[src/rtl/Structures.sv]
// Shared stream types for the receive and measurement chain.
//
// COMPLEX_STREAM: one complex sample per cycle.
//   I, Q  : 18-bit two's-complement components
//   Valid : high for exactly the cycles that carry a new sample
package Structures;

  typedef struct packed {
    logic signed [17:0] I;
    logic signed [17:0] Q;
    logic               Valid;
  } COMPLEX_STREAM;

endpackage

[src/rtl/complex_stream_source.sv]
// complex_stream_source
//
// On-chip quadrature test-signal transmitter. It emits a four-phase rotating
// phasor (A,0), (0,A), (-A,0), (0,-A) on a COMPLEX_STREAM, one sample every
// (divider + 1) clocks. It runs either for a fixed-length burst or
// continuously (burst length 0).
//
// Ports
//   ipClk          in   system clock, rising edge
//   ipReset        in   asynchronous, active-high reset
//   ipStart        in   one-cycle pulse, starts a burst when idle
//   ipAbort        in   one-cycle pulse, terminates the current burst
//   ipRateDivider  in   [15:0] sample interval in clocks minus 1, latched at start
//   ipBurstLength  in   [7:0]  samples per burst, 0 = continuous, latched at start
//   ipAmplitude    in   [7:0]  amplitude code, sampled on every phase-0 sample
//   opOutput       out  generated stream (registered)
//   opBusy         out  high while a burst is active (registered)
module complex_stream_source (
  input  logic                      ipClk,
  input  logic                      ipReset,
  input  logic                      ipStart,
  input  logic                      ipAbort,
  input  logic [15:0]               ipRateDivider,
  input  logic [7:0]                ipBurstLength,
  input  logic [7:0]                ipAmplitude,
  output Structures::COMPLEX_STREAM opOutput,
  output logic                      opBusy
);

  typedef enum logic [1:0] {
    ST_IDLE,
    ST_EMIT,
    ST_WAIT
  } state_t;

  state_t                    state_q, state_d;
  logic [15:0]               div_q, div_d;
  logic [7:0]                len_q, len_d;
  logic [1:0]                phase_q, phase_d;
  logic [7:0]                cnt_q, cnt_d;
  logic [15:0]               wait_q, wait_d;
  logic [7:0]                amp_q, amp_d;
  logic                      busy_q, busy_d;
  Structures::COMPLEX_STREAM out_q, out_d;

  logic [7:0]                amp_sel;
  logic [17:0]               mag;
  logic [17:0]               neg;

  always_comb begin
    // NOTE: every variable gets a default before the case so that no path
    // leaves it unassigned; otherwise synthesis would infer a latch.
    state_d     = state_q;
    div_d       = div_q;
    len_d       = len_q;
    phase_d     = phase_q;
    cnt_d       = cnt_q;
    wait_d      = wait_q;
    amp_d       = amp_q;
    out_d       = out_q;      // I/Q hold their last value between samples
    out_d.Valid = 1'b0;
    amp_sel     = amp_q;
    mag         = '0;
    neg         = '0;

    // Busy trails the state by one cycle; an abort drops it at the same edge
    // that forces the FSM back to idle.
    busy_d = (state_q != ST_IDLE) && !ipAbort;

    unique case (state_q)
      ST_IDLE: begin
        // Abort wins over a simultaneous start; the busy gate keeps a start
        // during the trailing busy cycle of the previous burst from counting.
        if (ipStart && !ipAbort && !busy_q) begin
          state_d = ST_EMIT;
          div_d   = ipRateDivider;
          len_d   = ipBurstLength;
          phase_d = 2'd0;
          cnt_d   = 8'd0;
        end
      end

      ST_EMIT: begin
        // Amplitude is taken live on phase 0 and reused for phases 1-3, so a
        // whole rotation always has one magnitude.
        amp_sel = (phase_q == 2'd0) ? ipAmplitude : amp_q;
        amp_d   = amp_sel;
        mag     = {1'b0, amp_sel, 9'b0};
        neg     = 18'd0 - mag;    // |mag| <= 0x1FE00, so negation cannot overflow

        out_d.Valid = 1'b1;
        case (phase_q)
          2'd0:    begin out_d.I = mag;   out_d.Q = '0;    end
          2'd1:    begin out_d.I = '0;    out_d.Q = mag;   end
          2'd2:    begin out_d.I = neg;   out_d.Q = '0;    end
          default: begin out_d.I = '0;    out_d.Q = neg;   end
        endcase

        phase_d = phase_q + 2'd1;
        cnt_d   = cnt_q + 8'd1;   // wraps freely in continuous mode

        if (ipAbort) begin
          state_d = ST_IDLE;
        end else if ((len_q != 8'd0) && (cnt_d == len_q)) begin
          state_d = ST_IDLE;
        end else if (div_q == 16'd0) begin
          state_d = ST_EMIT;
        end else begin
          state_d = ST_WAIT;
          wait_d  = div_q - 16'd1;
        end
      end

      ST_WAIT: begin
        if (ipAbort) begin
          state_d = ST_IDLE;
        end else if (wait_q == 16'd0) begin
          state_d = ST_EMIT;
        end else begin
          wait_d = wait_q - 16'd1;
        end
      end

      default: state_d = ST_IDLE;
    endcase
  end

  // NOTE: sequential state uses non-blocking assignments so every flop
  // samples the values from before the edge, independent of statement order.
  always_ff @(posedge ipClk or posedge ipReset) begin
    if (ipReset) begin
      state_q <= ST_IDLE;
      div_q   <= '0;
      len_q   <= '0;
      phase_q <= '0;
      cnt_q   <= '0;
      wait_q  <= '0;
      amp_q   <= '0;
      busy_q  <= 1'b0;
      out_q   <= '0;
    end else begin
      state_q <= state_d;
      div_q   <= div_d;
      len_q   <= len_d;
      phase_q <= phase_d;
      cnt_q   <= cnt_d;
      wait_q  <= wait_d;
      amp_q   <= amp_d;
      busy_q  <= busy_d;
      out_q   <= out_d;
    end
  end

  assign opOutput = out_q;
  assign opBusy   = busy_q;

endmodule

[config.mk]
export PLATFORM = sky130hd
export DESIGN_NAME = complex_stream_source
export DESIGN_NICKNAME = d
export VERILOG_FILES = /design/src/rtl/Structures.sv /design/src/rtl/complex_stream_source.sv
export SDC_FILE = /design/constraint.sdc
export NUM_CORES = 1
export LEC_CHECK = 0
export BUFFER_PORTS_ARGS = -buffer_cell sky130_fd_sc_hd__buf_2
export CAP_MARGIN = 20
export CORE_MARGIN = 10
export CORE_UTILIZATION = 28
export CTS_CLUSTER_SIZE = 25
export DETAILED_ROUTE_END_ITERATION = 12
export PLACE_DENSITY = 0.49
export SLEW_MARGIN = 20
export SYNTH_ARGS = -nofsm -noshare
export SYNTH_HDL_FRONTEND = slang
export SYNTH_SLANG_ARGS = --single-unit
export TNS_END_PERCENT = 10
[constraint.sdc]
create_clock -name ipClk -period 2.9 [get_ports ipClk]
set_clock_uncertainty 0.1 [all_clocks]
set_input_delay 0.145 -clock ipClk [delete_from_list [all_inputs] [get_ports ipClk]]
set_output_delay 0.145 -clock ipClk [all_outputs]
set_load 0.05 [all_outputs]
==> Word level (Yosys, flattened, before mapping) <==
Cells that the tools add are included.
{ "totals": {"register_bits": 98, "latchBits": 0, "ramBits": 0, "romBits": 0, "inputBits": 36, "output_inout_bits": 38, "elab_cells": 66, "mem_count": 0} }
{ "classes": {"n_addsub": 5, "n_mul": 0, "div_mod_pow": 0, "order_cmp": 0, "n_eq_ne": 12, "n_shift": 0, "muxes": 20, "bitwise_logic": 0, "n_reduce_logical": 18} }
{ "ops": {"columns": ["operator", "n"], "rows": [
  ["36-bit one-hot mux with 3 select lines", 1],
  ["16-bit two-way mux", 5],
  ["16-bit zero test", 2],
  ["16-bit one-hot mux with 2 select lines", 1],
  ["16-bit by 1-bit subtractor with 16-bit output (second input constant)", 2],
  ["1-bit by 17-bit subtractor with 18-bit output (first input constant)", 1],
  ["8-bit two-way mux", 2],
  ["8-bit one-hot mux with 2 select lines", 1],
  ["2-bit two-way mux", 7],
  ["2-bit inequality test (second input constant)", 6],
  ["8-bit by 1-bit adder with 8-bit output (second input constant)", 1],
  ["8-bit equality test", 1],
  ["8-bit nonzero test", 1],
  ["2-bit one-hot mux with 3 select lines", 1],
  ["2-bit AND reduction", 3],
  ["6-bit AND reduction", 1],
  ["2-bit nonzero test", 3],
  ["2-bit by 1-bit equality test with 1-bit output (second input constant)", 2],
  ["2-bit equality test (second input constant)", 2],
  ["1-bit logical AND", 4],
  ["2-bit zero test", 2],
  ["2-bit one-hot mux with 2 select lines", 1],
  ["3-bit inequality test (second input constant)", 1],
  ["2-bit by 1-bit adder with 2-bit output (second input constant)", 1],
  ["other kinds (2)", 3]
]} }

==> Depth between registers and ports, before layout <==
Gate-level depths: netlist (run 1).
{ "logic_depth": {"depth_word": 6, "mapped_depth": 11, "depth_no_buf": 9} }

==> Worst setup path after synthesis (run 1) <==
OpenSTA, ideal clock, no wires.
{ "synth_timing": {"kind": "reg2reg", "from": "register state_q[1]", "to": "register wait_q[12]", "setup_time_ns": 0.139, "t_arrival_ns": 2.588, "required_time_ns": 2.661, "setup_slack_ns": 0.073, "path_stages_with_launch": 10, "synth_period_minus_slack_ns": 2.827, "cell_sequence": "dfrtp_1 > nor2b_1 > clkbuf_1 > buf_1 > mux2i_1 > ha_1 > nand4bb_1 > nand2b_1 > a2111oi_0 > a311oi_1"} }
{ "synth_between": {"elab_chain_cells": 3} }
{ "synth_rtl": {"columns": ["item", "line", "text"], "rows": [
  ["start: declaration", "complex_stream_source.sv:36", "state_t state_q, state_d;"],
  ["start signal: assignment", "complex_stream_source.sv:142", "state_q <= state_d;"],
  ["2-bit equality test / 2-bit by 1-bit equality test with 1-bit output (equally long branches)", "complex_stream_source.sv:70", "unique case (state_q)"],
  ["2-bit inequality test (no source line) / 2-bit nonzero test (equally long branches)", null, null],
  ["6-bit AND reduction (no source line)", null, null],
  ["end signal: assignment", "complex_stream_source.sv:147", "wait_q <= wait_d;"],
  ["end: declaration", "complex_stream_source.sv:41", "logic [15:0] wait_q, wait_d;"]
]} }
Parallel ways exist; a longest one is shown, timed or not.
A chain may end at the register's enable or synchronous reset.

==> Final worst setup path (run 1) <==
{ "layout_timing": {"from": "register wait_q[4]", "to": "register wait_q[13]"} }
{ "layout_between": {"elab_chain_cells": 4} }
{ "layout_rtl": {"columns": ["item", "line", "text"], "rows": [
  ["16-bit by 1-bit subtractor with 16-bit output", "complex_stream_source.sv:120", "wait_d = wait_q - 16'd1;"],
  ["16-bit two-way mux", "complex_stream_source.sv:117", "end else if (wait_q == 16'd0) begin"],
  ["16-bit two-way mux", "complex_stream_source.sv:115", "if (ipAbort) begin"],
  ["16-bit one-hot mux with 2 select lines", "complex_stream_source.sv:70", null]
]} }
Parallel ways exist; a longest one is shown, timed or not. The select of a mux whose other input is x is not followed.

==> results.ini, run 1 <==
[layout]
fin_cells = 860
nFillCells = 1766
final_area_mm2 = 0.006136
multi_input_area_mm2 = 0.002625
ff_latch_area_mm2 = 0.002003
final_nets = 673
area_growth_pct = 25.78
final_common_cell = dfrtp_1
final_cell_mix = 79 x dfrtp_1, 56 x nand2_1, 55 x buf_2
n_antenna_cell = 0
drive_gt1_frac = 0.2205

[clock_tree]
clk_path_buf_depth = 2
numCtsBuffers = 9
h-tree-depth = 3
cts.sinks = 80
post-cts-setup-buffers = 0
clockRootBuffer = clkbuf_16
tritoncts = yes
insertion_delay_ns = 0.35
path_clk_slew_ns = 0.07

[routing]
avgRoutedWirePerCell_um = 16.90
drt_first_pass_iters = 4
drt_iter0_markers = 317
ant_nets = 0
wl_um = 14530
drcViolationCount = 0
viasPerCell = 5.087
vias = 4375

[place]
place_inst = 813
io_buffers = 55
routabilityCongestion = 0.8476
place_area_mm2 = 0.005503
dp_hpwl_um = 10440

[power_and_ir_drop]
pwr-share-comb = 0.476
p_int_mw = 3.569
sw_frac_of_total = 0.4419
p_seq_frac = 0.327
leakage_nw = 2.609
ir_drop_mv = 0.6299
powerDensity_mw_per_mm2 = 1042
p_sw_mw = 2.826
clock_power_share = 0.197

[hold_path]
hold_class = in2reg

[sta]
fmax_ghz = 0.3648
fin_crit_sh = 0.9454
finalHoldViolCount = 0
setup-tns-final_ns = 0
post-route-min-period_ns = 2.742
report.final.slew_viol_count = 0
hold-worst-slack_ns = 0.09223
relSlewSlack = 0.5230
worst_pin_slew_ns = 0.7146
rsz0062_at_grt = true
setup_viol = 0

[die]
rows = 48
die_w_um = 152.0
ios = 74
start_util = 0.2840
fp.dieH_um = 152.0
core_mm2 = 0.01718
die-area_mm2 = 0.02310

[global_route]
grt_pass1_wl_um = 23910
grt_start_max_net_pins = 48
overflow = 0
grtUsageTotal = 0.1238
grt_pass1_vias = 4562
antenna_found_initial = 0

[worst_setup_path]
worstPathRequired_ns = 3.02
cp-start-kind = flop
endpoint_kind = flop
cp_max_fo = 4
path_class = reg2reg
arrival_ns = 2.86

[yosys]
synth_top_cell_area_share = 0.4104
synth_area_leaders = dfrtp_1 41%, mux2_2 5.3%, nand2_1 4.3%
synth-seq-cells = 80
synth_edf_count = 0
ys_seq_area_frac = 0.4104
avgSynthCellArea_um2 = 9.205
ys_types = 71
synth.yosys.warnings = 0
synthFlopType = dfrtp_1
yosys.area.top_type = dfrtp_1
async_flop_share = 1.000
netlist_area_mm2 = 0.004878
syn_inst = 530

[job]
cap_violations = 0

[outcome]
outcome = finished, final reports clean

[power by group through the flow]
stage,registers [mW],clock network (mW),logic [mW]
3_3_place_gp,2.08,0,2.98
6_report,2.09,1.26,3.05
3_5_place_dp,2.10,0,3.02
4_1_cts,2.09,1.29,3.07
2_1_floorplan,2.35,0,1.86
5_1_grt,2.16,1.34,3.36
[sequential cells by signal (all words and copies together), names as in the netlist]
name,count
opOutput,19
phase_q,2
wait_q,16
state_q,2
amp_q,8
len_q,8
div_q,16
opBusy,1
cnt_q,8
[cell usage after synthesis, types with 8 or more instances]
master	instances
dfrtp_1	80
nand2_1	56
o21ai_0	41
a21oi_1	38
nor2_1	38
mux2_2	23
inv_1	19
buf_4	18
nor3_1	18
clkbuf_1	17
mux2i_1	15
xnor2_1	9
xor2_1	9
nor2b_1	8
or3_1	8
[stage by stage]
step	power, mW	utilization	setup slack, ns
global route	6.859	0.3572	-0.01630
floorplan	4.211	-	0.07285
CTS	6.441	0.3572	0.1209
detailed placement	5.123	0.3204	0.1506
finish	6.395	0.3572	0.1584
global placement	5.061	0.3204	0.1560
[layer usage]
layer / GRT usage / share of wire / routed length (µm)
met1: 0.1464 / 0.43 / 6232
met2: 0.2135 / 0.50 / 7228
met3: 0.03105 / 0.056 / 819
met4: 0.04127 / 0.017 / 252
met5: 0 / 0 / 0
[final cells by class]
class,instances,share of cell area
Tap cell,225,0.04588
Clock inverter,5,0.01285
Sequential cell,80,0.3265
Timing Repair Buffer,115,0.1350
Inverter,20,0.01244
Clock buffer,11,0.03956
Multi-Input combinational cell,404,0.4278
[critical path: stages (launching register included)]
cell	delay, ns
dfrtp_1	0.41
or3_1	0.39
or4_4	0.47
a211oi_4	0.30
o2111ai_1	0.22
a2111oi_0	0.44
a21boi_2	0.23
a311oi_1	0.05
[logic make-up after synthesis]
kind of cell	count (synthesis)	share of synthesized area
DFF	80	0.4104
muxes	39	0.08618
buffers and inverters	63	0.06591
AOI/OAI and AO/OA	153	0.2152
and+or+nand+nor	169	0.1713
adders and majority gates	7	0.01795
xor gates and xnor gates	18	0.03232
other	1	0.0007687
[worst paths after layout]
path,start,to,slack (ns),depth (start not counted)
max,wait_q[4],wait_q[13],0.16,7
min in group asynchronous,ipReset,div_q[6],0.33,3
min,ipAbort,opBusy,0.09,2
max in group asynchronous,ipReset,len_q[5],1.68,4
max reg2reg,wait_q[4],wait_q[13],0.16,7
min reg2reg,amp_q[1],amp_q[1],0.38,2
[what timing repair did]
| item | 4_1_cts | 5_1_grt |
|---|---|---|
| endpoints found under the setup margin | 0 | 2 |
| hold buffers | 31 | 0 |
| resized for setup | 0 | 1 |
| endpoints found under the hold margin | 66 | 0 |
No activity file was read; power rests on OpenSTA's default activity.
==> run 2: changes to the inputs <==
--- a/config.mk
+++ b/config.mk
@@ -5,6 +5,7 @@
 export SDC_FILE = /design/constraint.sdc
 export NUM_CORES = 1
 export LEC_CHECK = 0
+export ABC_AREA = 1
 export BUFFER_PORTS_ARGS = -buffer_cell sky130_fd_sc_hd__buf_2
 export CAP_MARGIN = 20
 export CORE_MARGIN = 10
==> results.ini, run 2 <==
[yosys]
netlist_area_mm2 = 0.004666
ys_types = 36
synth_edf_count = 0
synth_top_cell_area_share = 0.4291
yosys.area_share.simple = 0.2861
synthFlopType = dfrtp_1
async_flop_share = 1.000
synth.yosys.warnings = 0
synth.most_common_cell = nand2_1
synth_area_leaders = dfrtp_1 43%, nand2_1 14%, inv_1 6.1%
yosys.area.top_type = dfrtp_1
synthXorXnorAreaFrac = 0.03003
synth-seq-cells = 80
synth_top_family_by_area = simple AND/OR/NAND/NOR gates
synth-compound-area-share = 0.1175
ys_seq_area_frac = 0.4291
yosys.area_share.adder = 0.01877
synthMuxAreaShare = 0
syn_inst = 617
ys_top_cells_by_count = 175 x nand2_1, 80 x dfrtp_1, 76 x inv_1, 52 x o21ai_0, 50 x nand3_1
avgSynthCellArea_um2 = 7.562

[sta]
report.final.slew_viol_count = 0
worst_pin_slew_ns = 0.8123
relSlewSlack = 0.4578
setup_viol = 0
fmax_ghz = 0.4030
rsz0062_at_grt = false
post-route-min-period_ns = 2.481
finalHoldViolCount = 0
setup-tns-final_ns = 0
fin_crit_sh = 0.8556

[routing]
ant_nets = 0
drt_iter0_markers = 249
drcViolationCount = 0
viasPerCell = 4.455
drt_first_pass_iters = 5
vias = 4094
wl_um = 12220
avgRoutedWirePerCell_um = 13.30

[power_and_ir_drop]
pwr-share-comb = 0.516
sw_frac_of_total = 0.4808
p_sw_mw = 3.256
powerDensity_mw_per_mm2 = 1191
p_seq_frac = 0.291
leakage_nw = 2.819
clock_power_share = 0.192
p_int_mw = 3.516
power_mw = 6.772
ir_drop_mv = 0.5197

[clock_tree]
numCtsBuffers = 9
clk_path_buf_depth = 2
insertion_delay_ns = 0.35
cts.sinks = 80
clockRootBuffer = clkbuf_16
tritoncts = yes
path_clk_slew_ns = 0.07
h-tree-depth = 3

[worst_setup_path]
r2r_slack_ns = 0.42
arrival_ns = 2.62
cp_max_fo = 18
worstReg2RegStart = phase_q[0]
path_class = reg2reg
rr_worst_depth = 13
worstPathRequired_ns = 3.04
r2r-end = opOutput[16]
cp-start-kind = flop
endpoint_kind = flop

[layout]
largest_reg_flops = 19
area_growth_pct = 21.88
nFillCells = 1762
drive_gt1_frac = 0.1545
n_antenna_cell = 0
final_nets = 737
final_cell_mix = 175 x nand2_1, 80 x dfrtp_1, 75 x inv_1
final_common_cell = nand2_1

[die]
ios = 74
die_w_um = 149.1
core_mm2 = 0.01647
die-area_mm2 = 0.02223
fp.dieH_um = 149.1
start_util = 0.2834
rows = 47

[place]
routabilityCongestion = 0.8443
io_buffers = 55
dp_hpwl_um = 8926

[hold_path]
min_to = opOutput[35]
min_path_cells = 3
min_from = ipAmplitude[7]
hold_class = in2reg

[global_route]
grt_start_max_net_pins = 45
grt_pass1_wl_um = 20560
grtUsageTotal = 0.1139
antenna_found_initial = 0
overflow = 0
grt_pass1_vias = 4176

[outcome]
outcome = finished, final reports clean

[job]
cap_violations = 0

-- run 2: cell types whose count changed in the layout (fill, tap and decap cells not counted), sizes merged, moves of 18 or more --
cell	change
nand3	+48
nor2	+18
buf	-24
a21oi	-24
o21ai	+24
inv	+57
mux2	-24
nand2	+123
-- run 2: routing by layer --
metal | track usage | part of all wire | vias up | wire, µm
li1 | - | - | 2079 | -
met1 | 0.1399 | 0.45 | 1912 | 5483
met2 | 0.1879 | 0.48 | 90 | 5897
met3 | 0.03216 | 0.056 | 13 | 684
met4 | 0.03778 | 0.013 | 0 | 155
met5 | 0 | 0 | - | 0
-- run 2: critical path, cell delays in order, from the launching register on --
cell and delay (ns):
dfrtp_1 0.42, inv_1 0.10, ha_2 0.38, nand2_1 0.12
o21ai_0 0.19, inv_1 0.08, ha_1 0.20, o211ai_1 0.14
nor2_1 0.12, nand3b_1 0.16, xor2_1 0.18, inv_1 0.06
nand2_1 0.06, a21oi_1 0.06
-- run 2: power groups by stage --
| stage | clock network [mW] | logic (mW) | registers, mW |
|---|---|---|---|
| 2_1_floorplan | 0 | 2.41 | 2.31 |
| 3_3_place_gp | 0 | 3.45 | 1.98 |
| 3_5_place_dp | 0 | 3.47 | 1.99 |
| 4_1_cts | 1.33 | 3.52 | 1.97 |
| 5_1_grt | 1.38 | 3.96 | 2.04 |
| 6_report | 1.30 | 3.50 | 1.97 |
-- run 2: what timing repair did --
action | in CTS | in global routing
hold buffers | 26 | 0
gates resized for setup | 0 | 1
endpoints found under the setup margin | 0 | 2
hold endpoints to repair | 68 | 0
buffers inserted | 0 | 0
-- run 2: kinds of logic after synthesis --
kind of cell	count (synthesis)
other	1
XOR/XNOR	16
AO/OA/AOI/OAI	93
buffers and inverters	115
flip-flops	80
adder cells (fa/ha/maj)	7
AND/OR/NAND/NOR	305
-- run 2: final cells by class --
cell class / count / area [µm²] / share of cell area
timing repair buffer: 86 / 585.6 / 0.1030
tap: 220 / 275.3 / 0.04840
inverter: 78 / 294.0 / 0.05171
clock buffer: 12 / 266.5 / 0.04686
sequential: 80 / 2002 / 0.3520
clock inverter: 4 / 75.07 / 0.01320
multi-input combinational: 439 / 2188 / 0.3848
-- run 2: worst max-delay path by stage --
stage | startpoint | endpoint | slack, ns
after detailed placement | phase_q[0] | opOutput[36] | 0.23
after CTS | phase_q[0] | opOutput[16] | 0.23
final | phase_q[0] | opOutput[16] | 0.42
after global placement | phase_q[0] | opOutput[16] | 0.36
after global routing | phase_q[0] | opOutput[16] | 0.18
after floorplan | ipReset | amp_q[0] | 0.60
-- run 2: per-stage QoR --
| stage | util | setup WS, ns | std cells | cell area [µm²] | hold WS, ns |
|---|---|---|---|---|---|
| final | 0.3454 | 0.4187 | 919 | 5687 | 0.01768 |
| after detailed placement | 0.3087 | 0.2326 | 877 | 5082 | 0.2370 |
| after CTS | 0.3452 | 0.2321 | 919 | 5684 | 0.01188 |
| after floorplan | - | 0.6033 | 634 | 4730 | 0.1114 |
| after global routing | 0.3454 | 0.1751 | 919 | 5687 | 0.008230 |
| after global placement | 0.3087 | 0.3619 | 877 | 5082 | 0.2168 |
